**src/rtl/mips_pkg.sv**
```systemverilog
// rtl/mips_pkg.sv - shared MIPS execute-stage encodings and mul/div FSM states
package mips_pkg;

  localparam logic [4:0] ALU_DIVU  = 5'b00010;
  localparam logic [4:0] ALU_MULTU = 5'b01000;
  localparam logic [4:0] ALU_MULT  = 5'b11010;
  localparam logic [4:0] ALU_DIV   = 5'b11011;
  localparam logic [4:0] ALU_MTHI  = 5'b10000;
  localparam logic [4:0] ALU_MTLO  = 5'b10010;
  localparam logic [4:0] ALU_MFHI  = 5'b10001;
  localparam logic [4:0] ALU_MFLO  = 5'b10011;

  typedef enum logic [1:0] {IDLE, MUL, DIV, FIX} muldiv_state_t;

endpackage

```
**src/rtl/mips_muldiv_seq_if.sv**
```systemverilog
// rtl/mips_muldiv_seq_if.sv - op handshake and HI/LO read bus of the mul/div sequencer
interface mips_muldiv_seq_if #(parameter int WIDTH = 32);
  logic             op_valid;
  logic [4:0]       op_code;
  logic [WIDTH-1:0] src_a;
  logic [WIDTH-1:0] src_b;
  logic             op_ready;
  logic             rd_req;
  logic             rd_sel;
  logic [WIDTH-1:0] rd_data;
  logic             stall;
  logic             busy;
  logic             done;
  logic             flush;

  modport master (
    output op_valid, op_code, src_a, src_b, rd_req, rd_sel, flush,
    input  op_ready, rd_data, stall, busy, done
  );

  modport slave (
    input  op_valid, op_code, src_a, src_b, rd_req, rd_sel, flush,
    output op_ready, rd_data, stall, busy, done
  );
endinterface

```
**src/rtl/mips_div_step.sv**
```systemverilog
// rtl/mips_div_step.sv - one combinational restoring-divide iteration
module mips_div_step #(
  parameter int WIDTH = 32
) (
  input  logic [WIDTH:0]   rem_i,
  input  logic [WIDTH-1:0] quot_i,
  input  logic [WIDTH-1:0] divisor_i,
  output logic [WIDTH:0]   rem_o,
  output logic [WIDTH-1:0] quot_o
);
  logic [WIDTH+1:0] shifted;
  logic [WIDTH+1:0] diff;
  logic             borrow;

  assign shifted = {rem_i, quot_i[WIDTH-1]};
  assign diff    = shifted - {2'b00, divisor_i};
  // Borrow means the trial subtract went negative: keep the shifted value.
  assign borrow  = diff[WIDTH+1];
  assign rem_o   = borrow ? shifted[WIDTH:0] : diff[WIDTH:0];
  assign quot_o  = {quot_i[WIDTH-2:0], ~borrow};
endmodule

```
**src/rtl/mips_muldiv_seq.sv**
```systemverilog
// rtl/mips_muldiv_seq.sv - multi-cycle shift-add multiply / restoring divide owning HI/LO
module mips_muldiv_seq
  import mips_pkg::*;
#(
  parameter int WIDTH = 32,
  parameter int CNT_W = 6
) (
  input  logic                     clk,
  input  logic                     rst_n,
  mips_muldiv_seq_if.slave         bus
);
  muldiv_state_t      state_q;
  logic [CNT_W-1:0]   cnt_q;
  logic [WIDTH-1:0]   hi_q, lo_q;
  logic [2*WIDTH-1:0] acc_q;
  logic [WIDTH:0]     rem_q;
  logic [WIDTH-1:0]   opnd_q;
  logic               neg_res_q, neg_rem_q, dz_q, is_div_q, done_q;

  logic               op_ready, accept, is_signed, a_neg, b_neg;
  logic [WIDTH-1:0]   a_mag, b_mag;
  logic [WIDTH:0]     mul_sum;
  logic [2*WIDTH-1:0] mul_acc_d, prod_fix;
  logic [WIDTH:0]     div_rem_d;
  logic [WIDTH-1:0]   div_quot_d, quot_fix, rem_fix;

  assign op_ready  = (state_q == IDLE);
  assign accept    = bus.op_valid & op_ready & ~bus.flush;
  assign is_signed = (bus.op_code == ALU_MULT) || (bus.op_code == ALU_DIV);
  assign a_neg     = is_signed & bus.src_a[WIDTH-1];
  assign b_neg     = is_signed & bus.src_b[WIDTH-1];
  assign a_mag     = a_neg ? -bus.src_a : bus.src_a;
  assign b_mag     = b_neg ? -bus.src_b : bus.src_b;

  // Upper half accumulates the multiplicand; the multiplier drains out of the lower half.
  assign mul_sum   = {1'b0, acc_q[2*WIDTH-1:WIDTH]} + (acc_q[0] ? {1'b0, opnd_q} : '0);
  assign mul_acc_d = {mul_sum, acc_q[WIDTH-1:1]};

  mips_div_step #(.WIDTH(WIDTH)) u_div_step (
    .rem_i     (rem_q),
    .quot_i    (acc_q[WIDTH-1:0]),
    .divisor_i (opnd_q),
    .rem_o     (div_rem_d),
    .quot_o    (div_quot_d)
  );

  assign prod_fix = neg_res_q ? -acc_q : acc_q;
  assign quot_fix = neg_res_q ? -acc_q[WIDTH-1:0] : acc_q[WIDTH-1:0];
  assign rem_fix  = neg_rem_q ? -rem_q[WIDTH-1:0] : rem_q[WIDTH-1:0];

  always_ff @(posedge clk or negedge rst_n) begin
    if (!rst_n) begin
      state_q   <= IDLE;
      cnt_q     <= '0;
      hi_q      <= '0;
      lo_q      <= '0;
      acc_q     <= '0;
      rem_q     <= '0;
      opnd_q    <= '0;
      neg_res_q <= 1'b0;
      neg_rem_q <= 1'b0;
      dz_q      <= 1'b0;
      is_div_q  <= 1'b0;
      done_q    <= 1'b0;
    end else begin
      done_q <= 1'b0;
      case (state_q)
        IDLE: begin
          if (accept) begin
            case (bus.op_code)
              ALU_MULT, ALU_MULTU: begin
                state_q   <= MUL;
                cnt_q     <= '0;
                acc_q     <= {{WIDTH{1'b0}}, b_mag};
                opnd_q    <= a_mag;
                neg_res_q <= a_neg ^ b_neg;
                is_div_q  <= 1'b0;
              end
              ALU_DIV, ALU_DIVU: begin
                state_q   <= DIV;
                cnt_q     <= '0;
                acc_q     <= {{WIDTH{1'b0}}, a_mag};
                rem_q     <= '0;
                opnd_q    <= b_mag;
                neg_res_q <= a_neg ^ b_neg;
                neg_rem_q <= a_neg;
                dz_q      <= (bus.src_b == '0);
                is_div_q  <= 1'b1;
              end
              ALU_MTHI: hi_q <= bus.src_a;
              ALU_MTLO: lo_q <= bus.src_a;
              default: ;
            endcase
          end
        end
        MUL, DIV: begin
          if (bus.flush) begin
            state_q <= IDLE;
            cnt_q   <= '0;
          end else begin
            if (state_q == MUL) begin
              acc_q <= mul_acc_d;
            end else begin
              acc_q[WIDTH-1:0] <= div_quot_d;
              rem_q            <= div_rem_d;
            end
            cnt_q <= cnt_q + CNT_W'(1);
            if (cnt_q == CNT_W'(WIDTH-1)) begin
              state_q <= FIX;
            end
          end
        end
        FIX: begin
          state_q <= IDLE;
          cnt_q   <= '0;
          if (!bus.flush) begin
            done_q <= 1'b1;
            if (is_div_q) begin
              // Divide-by-zero: the magnitude path already leaves |src_a| as remainder,
              // and the dividend-sign fixup restores the original src_a.
              lo_q <= dz_q ? '1 : quot_fix;
              hi_q <= rem_fix;
            end else begin
              {hi_q, lo_q} <= prod_fix;
            end
          end
        end
        default: state_q <= IDLE;
      endcase
    end
  end

  assign bus.op_ready = op_ready;
  assign bus.busy     = ~op_ready;
  assign bus.done     = done_q;
  assign bus.stall    = (bus.rd_req & ~op_ready) | (bus.op_valid & ~op_ready);
  assign bus.rd_data  = bus.rd_sel ? lo_q : hi_q;
endmodule

```
**src/flat_wrapper.sv**
```systemverilog
// flat-port wrapper written by rule: the top's interface ports become plain ports
module mips_muldiv_seq_flat import mips_pkg::*;
#(
  parameter int WIDTH = 32,
  parameter int CNT_W = 6
)
  (clk, rst_n, bus_op_valid, bus_op_code, bus_src_a, bus_src_b, bus_rd_req, bus_rd_sel, bus_flush, bus_op_ready, bus_rd_data, bus_stall, bus_busy, bus_done);
  mips_muldiv_seq_if #(.WIDTH(WIDTH)) bus_i ();
  input  logic clk;
  input  logic rst_n;
  input wire logic [$bits(bus_i.op_valid)-1:0] bus_op_valid;
  input wire logic [$bits(bus_i.op_code)-1:0] bus_op_code;
  input wire logic [$bits(bus_i.src_a)-1:0] bus_src_a;
  input wire logic [$bits(bus_i.src_b)-1:0] bus_src_b;
  input wire logic [$bits(bus_i.rd_req)-1:0] bus_rd_req;
  input wire logic [$bits(bus_i.rd_sel)-1:0] bus_rd_sel;
  input wire logic [$bits(bus_i.flush)-1:0] bus_flush;
  output wire logic [$bits(bus_i.op_ready)-1:0] bus_op_ready;
  output wire logic [$bits(bus_i.rd_data)-1:0] bus_rd_data;
  output wire logic [$bits(bus_i.stall)-1:0] bus_stall;
  output wire logic [$bits(bus_i.busy)-1:0] bus_busy;
  output wire logic [$bits(bus_i.done)-1:0] bus_done;
  assign bus_i.op_valid = bus_op_valid;
  assign bus_i.op_code = bus_op_code;
  assign bus_i.src_a = bus_src_a;
  assign bus_i.src_b = bus_src_b;
  assign bus_i.rd_req = bus_rd_req;
  assign bus_i.rd_sel = bus_rd_sel;
  assign bus_i.flush = bus_flush;
  assign bus_op_ready = bus_i.op_ready;
  assign bus_rd_data = bus_i.rd_data;
  assign bus_stall = bus_i.stall;
  assign bus_busy = bus_i.busy;
  assign bus_done = bus_i.done;
  mips_muldiv_seq #(.WIDTH(WIDTH), .CNT_W(CNT_W)) u_core (.clk(clk), .rst_n(rst_n), .bus(bus_i));
endmodule
```
**config.mk**
```make
export PLATFORM = sky130hd
export DESIGN_NAME = mips_muldiv_seq_flat
export DESIGN_NICKNAME = d
export VERILOG_FILES = /design/src/rtl/mips_pkg.sv /design/src/rtl/mips_muldiv_seq_if.sv /design/src/rtl/mips_div_step.sv /design/src/rtl/mips_muldiv_seq.sv /design/src/flat_wrapper.sv
export SDC_FILE = /design/constraint.sdc
export NUM_CORES = 1
export LEC_CHECK = 0
export BUFFER_PORTS_ARGS = -buffer_cell sky130_fd_sc_hd__buf_2
export CAP_MARGIN = 15
export CORE_MARGIN = 3
export CORE_UTILIZATION = 55
export DETAILED_ROUTE_END_ITERATION = 7
export HOLD_SLACK_MARGIN = 0.12
export PLACE_DENSITY = 0.81
export SLEW_MARGIN = 30
export SYNTH_ARGS = -nofsm -noshare
export SYNTH_HDL_FRONTEND = slang
export SYNTH_SLANG_ARGS = --single-unit
```
**constraint.sdc**
```tcl
create_clock -name clk -period 4.9 [get_ports clk]
set_clock_uncertainty 0.15 [all_clocks]
set_input_delay 0.735 -clock clk [delete_from_list [all_inputs] [get_ports clk]]
set_output_delay 0.735 -clock clk [all_outputs]
set_load 0.005 [all_outputs]
```
==> results.json, run 1 <==
{
  "outcome": "completed",
  "diodes": 0,
  "grt_pass1_vias": 16182,
  "drt_wl_total_um": 59900,
  "layout_common_cells": "nand2_1, o21ai_0, dfrtp_1",
  "p_int_w": 0.00677,
  "swShare_pct": 48.9,
  "synth-xor-area-share_pct": 10.3,
  "drcViolationCount": 0,
  "hold_viol": 0,
  "clk_latency_ns": 0.58,
  "drtPass1Iterations": 7,
  "grt_usage_pct": 35.0,
  "clkPwrFrac_pct": 16.2,
  "hold_path_class": "in2reg",
  "drtIter0Drc": 2360,
  "cts_htree_levels": 1,
  "cts_buffers": 26,
  "synth_top_family_by_area": "compound AO/OA/AOI/OAI gates",
  "synth_fa_ha_area_share_pct": 5.48,
  "period_needed_ns": 4.02,
  "worst_pin_slew_ns": 0.959,
  "dpl.hpwl_um": 44900,
  "pin_count": 111,
  "start_util_pct": 56.0,
  "vias_per_cell": 6.69,
  "ys_ff_latch": 206,
  "final_common_cell": "nand2_1",
  "holdWs_ns": 0.286,
  "r2r_cells": 13,
  "synth_mux_area_share_pct": 5.99,
  "die_height_um": 183,
  "switching_power_w": 0.00647,
  "via_count": 17291,
  "cap_violations": 0,
  "fp.coreArea_mm2": 0.0307,
  "syn_area_per_cell_um2": 8.05,
  "cts_buffer_depth": 3,
  "post-route-period-util_pct": 82.0,
  "crit_type": "reg2reg",
  "synthCells": 2135,
  "synth_ff_type": "dfrtp_1",
  "clk_pin_slew_worst_paths_ns": 0.06,
  "synth_area_mm2": 0.0172,
  "yosys_warnings": 0,
  "die_w_um": 183,
  "gp_congestion": 1.05,
  "port-buffer-count": 110,
  "setup_tns_ns": 0,
  "synth_edf_count": 0,
  "nFillCells": 2650,
  "critPathCaptureType": "register",
  "crit_fanout": 21,
  "peakVddDrop_v": 0.000336,
  "p_leak_nw": 8.16,
  "grt_pass1_wl_um": 93200,
  "die-area_mm2": 0.0334,
  "row_count": 64,
  "synth_top_area_share_pct": 30.0,
  "worstPathRequired_ns": 5.21,
  "drv_slew": 0,
  "start_kind": "register",
  "cp_data_arrival_time_ns": 4.33,
  "drive_above_1_share_pct": 12.5,
  "setup_slack_ns": 0.881,
  "holdPathStages": 2,
  "ant_nets": 0,
  "ys_types": 85,
  "pre_cts_ws_ns": 1.01,
  "design.final.nets": 2319,
  "synth-simple-area-share_pct": 19.1,
  "grt_max_degree": 85,
  "synth-compound-area-share_pct": 24.7,
  "synth.net_count": 2284,
  "fmax_mhz": 249,
  "clkSinkCount": 206,
  "p_per_area_mw_per_mm2": 698,
  "synth_top_cell_by_area": "dfrtp_1",
  "synth_seq_area_share_pct": 30.0,
  "antenna_found_initial": 0,
  "p_comb_share_pct": 58.2,
  "grt_overflow": 0,
  "max_slew_margin_pct": 35.9,
  "cts-root-buf": "clkbuf_16",
  "pwr-share-seq_pct": 25.5,
  "ys_async_sr_fraction_pct": 100,
  "cts_tree": "yes",
  "synthTopCellsByArea": "dfrtp_1, nand2_1, o21ai_0",
  "wl_per_cell_um": 23.2,
  "setup_viol": 0,
  "rsz0062_at_grt": "false",
  "synthToLayoutAreaGrowth_pct": 10.3
}
[power groups by stage]
stage	logic [W]	registers (W)	clock network [W]
2_1_floorplan	0.00569	0.00293	0
3_3_place_gp	0.00725	0.00330	0
3_5_place_dp	0.00744	0.00334	0
4_1_cts	0.00750	0.00332	0.00214
5_1_grt	0.00843	0.00345	0.00221
6_report	0.00771	0.00338	0.00215
[stage by stage]
stage	instance area (µm²)	total power, W	cells	util, %
5_1_grt	18900	0.0141	2586	61.8
6_report	18900	0.0132	2586	61.8
4_1_cts	18900	0.0130	2585	61.7
3_5_place_dp	18000	0.0108	2536	58.6
2_1_floorplan	17200	0.00862	2135	-
3_3_place_gp	18000	0.0105	2536	58.6
[path summary, 6_finish.rpt]
kind | startpoint | to | slack [ns]
max reg2reg | u_core.acc_q[0] | u_core.acc_q[62] | 0.88
max | u_core.acc_q[0] | u_core.acc_q[62] | 0.88
min | bus_flush | u_core.bus.done | 0.29
min in group asynchronous | rst_n | u_core.cnt_q[0] | 0.64
min reg2reg | u_core.lo_q[31] | u_core.lo_q[31] | 0.32
max in group asynchronous | rst_n | u_core.neg_res_q | 2.85
[synthesized netlist by cell type (all sizes together), types with 23 or more instances]
library cell  instances
a21o                 39
a21oi               128
a31oi                32
clkbuf              111
dfrtp               206
ha                   72
inv                  62
mux2                 52
mux2i                44
nand2               299
nand3                31
nor2                156
nor3                 36
nor3b                23
o21ai               225
o22ai                35
o31ai                57
xnor2               112
xor2                 89
[layer usage]
| layer | up-vias | wire length (µm) | share of wire, % | GRT usage, % |
|---|---|---|---|---|
| met3 | 176 | 7790 | 13 | 10.6 |
| met4 | 0 | 2890 | 4.8 | 14.3 |
| li1 | 7799 | - | - | - |
| met1 | 8219 | 24400 | 41 | 48.6 |
| met2 | 1097 | 24800 | 41 | 51.1 |
| met5 | - | 0 | 0 | 0 |
[cell families (layout without fill, tap and decap cells)]
logic type               after synthesis  count (layout)
AO/OA/AOI/OAI                        672             672
XOR/XNOR                             201             201
adder cells (fa/ha/maj)               74              74
buffers and inverters                190             245
flip-flops                           206             206
multiplexers                          96              96
AND/OR/NAND/NOR                      696             696
[final cells by class]
type	count	area, µm²	area share [%]
Clock buffer	36	768	4.05
Clock inverter	12	191	1.01
Inverter	62	233	1.23
Multi-Input combinational cell	1739	11300	59.7
Sequential cell	206	5160	27.2
Tap cell	396	495	2.61
Timing Repair Buffer	135	778	4.11
[critical path, stage by stage (launching register included)]
cell and delay (ns):
dfrtp_1 0.49, inv_1 0.42, buf_4 0.34, nor2_1 0.12
ha_1 0.38, a21o_1 0.22, a21o_1 0.18, a21o_1 0.18
a221oi_1 0.27, nand3_1 0.20, a311oi_1 0.47, o21ai_0 0.19
xnor2_1 0.15, o21ai_0 0.15
[state kept, by name (all words and copies together) (netlist names), 2 cells and up]
register / cells
u_core.acc_q: 64
u_core.rem_q: 33
u_core.hi_q: 32
u_core.lo_q: 32
u_core.opnd_q: 32
u_core.cnt_q: 6
u_core.state_q: 2
[timing repair]
item	CTS	global route
buffers inserted	0	0
endpoints found under the hold margin	18	0
hold buffers	1	0
gates resized for setup	0	0
No activity file was read; power rests on OpenSTA's default activity.
==> inputs of run 2 (changes only) <==
--- a/config.mk
+++ b/config.mk
@@ -11,7 +11,7 @@
 export CORE_UTILIZATION = 55
 export DETAILED_ROUTE_END_ITERATION = 7
 export HOLD_SLACK_MARGIN = 0.12
-export PLACE_DENSITY = 0.81
+export PLACE_DENSITY = 0.84
 export SLEW_MARGIN = 30
 export SYNTH_ARGS = -nofsm -noshare
 export SYNTH_HDL_FRONTEND = slang
==> constraint.sdc (replaced) <==
create_clock -name clk -period 3.2 [get_ports clk]
set_clock_uncertainty 0.15 [all_clocks]
set_input_delay 0.48 -clock clk [delete_from_list [all_inputs] [get_ports clk]]
set_output_delay 0.48 -clock clk [all_outputs]
set_load 0.005 [all_outputs]
==> results.json, run 2 (same netlist as run 1, synthesis figures left out) <==
{
  "outcome": "finished, violations left",
  "violations": "negative setup slack",
  "peakVddDrop_v": 0.000751,
  "ant_nets": 0,
  "hold_path_class": "in2reg",
  "drcViolationCount": 0,
  "drv_slew": 0,
  "pin_count": 111,
  "fp.coreArea_mm2": 0.0307,
  "rsz0062_at_grt": "true",
  "p_per_area_mw_per_mm2": 1080,
  "seqCellArea_mm2": 0.00516,
  "holdWs_ns": 0.121,
  "setup_tns_ns": -0.549,
  "drt_wl_total_um": 65600,
  "largest_reg_flops": 64,
  "crit_fanout": 4,
  "layout_common_cells": "nand2_1, buf_4, dfrtp_1",
  "worst_pin_slew_ns": 1.01,
  "post-route-period-util_pct": 103,
  "setup_viol": 19,
  "dpl.hpwl_um": 48600,
  "drtPass1Iterations": 6,
  "gp_congestion": 1.02,
  "fmax_mhz": 304,
  "wl_per_cell_um": 23.0,
  "start_util_pct": 56.0,
  "max_stage_delay_ns": 0.58,
  "vias_per_cell": 6.65,
  "cap_violations": 0,
  "period_needed_ns": 3.29,
  "cts_buffers": 24,
  "hold_viol": 0,
  "clk_pin_slew_worst_paths_ns": 0.07,
  "clkSinkCount": 206,
  "via_count": 18933,
  "cp_cell_sequence": "or3_4 -> or4b_4 -> buf_4 -> nor4_4 -> buf_4 -> nand2_1 -> o21ai_1 -> xor2_1 -> a21oi_1 -> o21ai_2 -> o311ai_1",
  "crit_type": "reg2reg",
  "r2r_cells": 11,
  "max_slew_margin_pct": 32.8,
  "drive_above_1_share_pct": 26.0,
  "grt_max_degree": 82,
  "port-buffer-count": 110,
  "holdPathStages": 3,
  "start_kind": "register",
  "setup_slack_ns": -0.0901,
  "drtIter0Drc": 2594,
  "regMostFlops": "u_core.acc_q",
  "die-area_mm2": 0.0334,
  "cts-root-buf": "clkbuf_16",
  "grt_pass1_vias": 17358,
  "cts_tree": "yes",
  "multi_input_area_mm2": 0.0120,
  "die_height_um": 183,
  "design.final.nets": 2581,
  "final_core_util_pct": 70.4,
  "final_common_cell": "nand2_1",
  "cts_buffer_depth": 3,
  "p_leak_nw": 9.45,
  "clk_latency_ns": 0.55,
  "nFillCells": 2314,
  "critPathCaptureType": "register",
  "largest_registers": "u_core.acc_q (64), u_core.rem_q (33)",
  "grt_usage_pct": 36.8,
  "path_common_cell": "buf_4",
  "die_w_um": 183,
  "antenna_found_initial": 1,
  "cts_htree_levels": 1,
  "grt_overflow": 0,
  "synthToLayoutAreaGrowth_pct": 25.7,
  "row_count": 64,
  "cp_data_arrival_time_ns": 3.55,
  "critPathSlowestCell": "or4b_4",
  "worstPathRequired_ns": 3.46,
  "grt_pass1_wl_um": 98000
}
-- run 2: changes by cell type in the layout (fill, tap and decap cells not counted), sizes merged, moves of 2 or more --
cell | previous run | this run
dlygate4sd3 | 1 | 6
clkinvlp | 1 | 3
buf | 133 | 391
clkbuf | 37 | 35
bufinv | 4 | 1
-- run 2: final timing paths --
check,end,startpoint,slack (ns)
max in group asynchronous,u_core.acc_q[50],rst_n,1.72
min in group asynchronous,u_core.cnt_q[0],rst_n,0.36
hold / removal,u_core.hi_q[3],bus_src_a[3],0.12
hold reg to reg,u_core.lo_q[3],u_core.lo_q[3],0.32
setup / recovery,u_core.hi_q[20],u_core.rem_q[6],-0.09
setup reg to reg,u_core.hi_q[20],u_core.rem_q[6],-0.09
-- run 2: critical path: cells and delay by family, from the launching register on --
family | cells | cell delay [ns]
DFF | 1 | 0.46
buffers and inverters | 2 | 0.37
xor gates and xnor gates | 1 | 0.30
AOI/OAI and AO/OA | 4 | 0.61
and+or+nand+nor | 4 | 1.26
-- run 2: repair_timing --
item | CTS | global route
setup endpoints to repair | 61 | 69
buffers inserted | 6 | 18
resized for setup | 39 | 130
gates cloned | 2 | 1
pin swaps | 5 | 43
hold buffers | 6 | 0
endpoints found under the hold margin | 79 | 0
-- run 2: report_power, final --
part	leakage, nW	switching [W]	internal (W)
registers	2.63	0.00113	0.00371
logic	6.44	0.00888	0.00689
clock network	0.383	0.00122	0.00160
-- run 2: metrics by stage --
step           total power, W  instances  setup WS [ns]  instance area, µm²
2_1_floorplan          0.0132       2135         0.0170               17200
3_3_place_gp           0.0178       2771        -0.0954               19800
3_5_place_dp           0.0183       2771         -0.174               19800
4_1_cts                0.0218       2828        0.00374               20900
5_1_grt                0.0246       2845         -0.187               21600
6_report               0.0234       2846        -0.0901               21600
-- run 2: cell type report --
type	instances	share of cell area, %
antenna	1	0.0116
clock buffer	33	3.22
clock inverter	10	0.435
inverter	62	1.08
multi-input combinational	1739	55.7
sequential	206	23.9
tap	396	2.30
timing repair buffer	399	13.3
-- run 2: routing by layer --
metal	wire length, µm	part of all wire (%)	track usage, %	vias to the layer above
met5	0	0	0	-
met1	25200	39	50.7	8966
met4	3340	5.1	13.5	0
li1	-	-	-	8324
met3	8480	13	7.74	251
met2	28500	43	57.6	1392
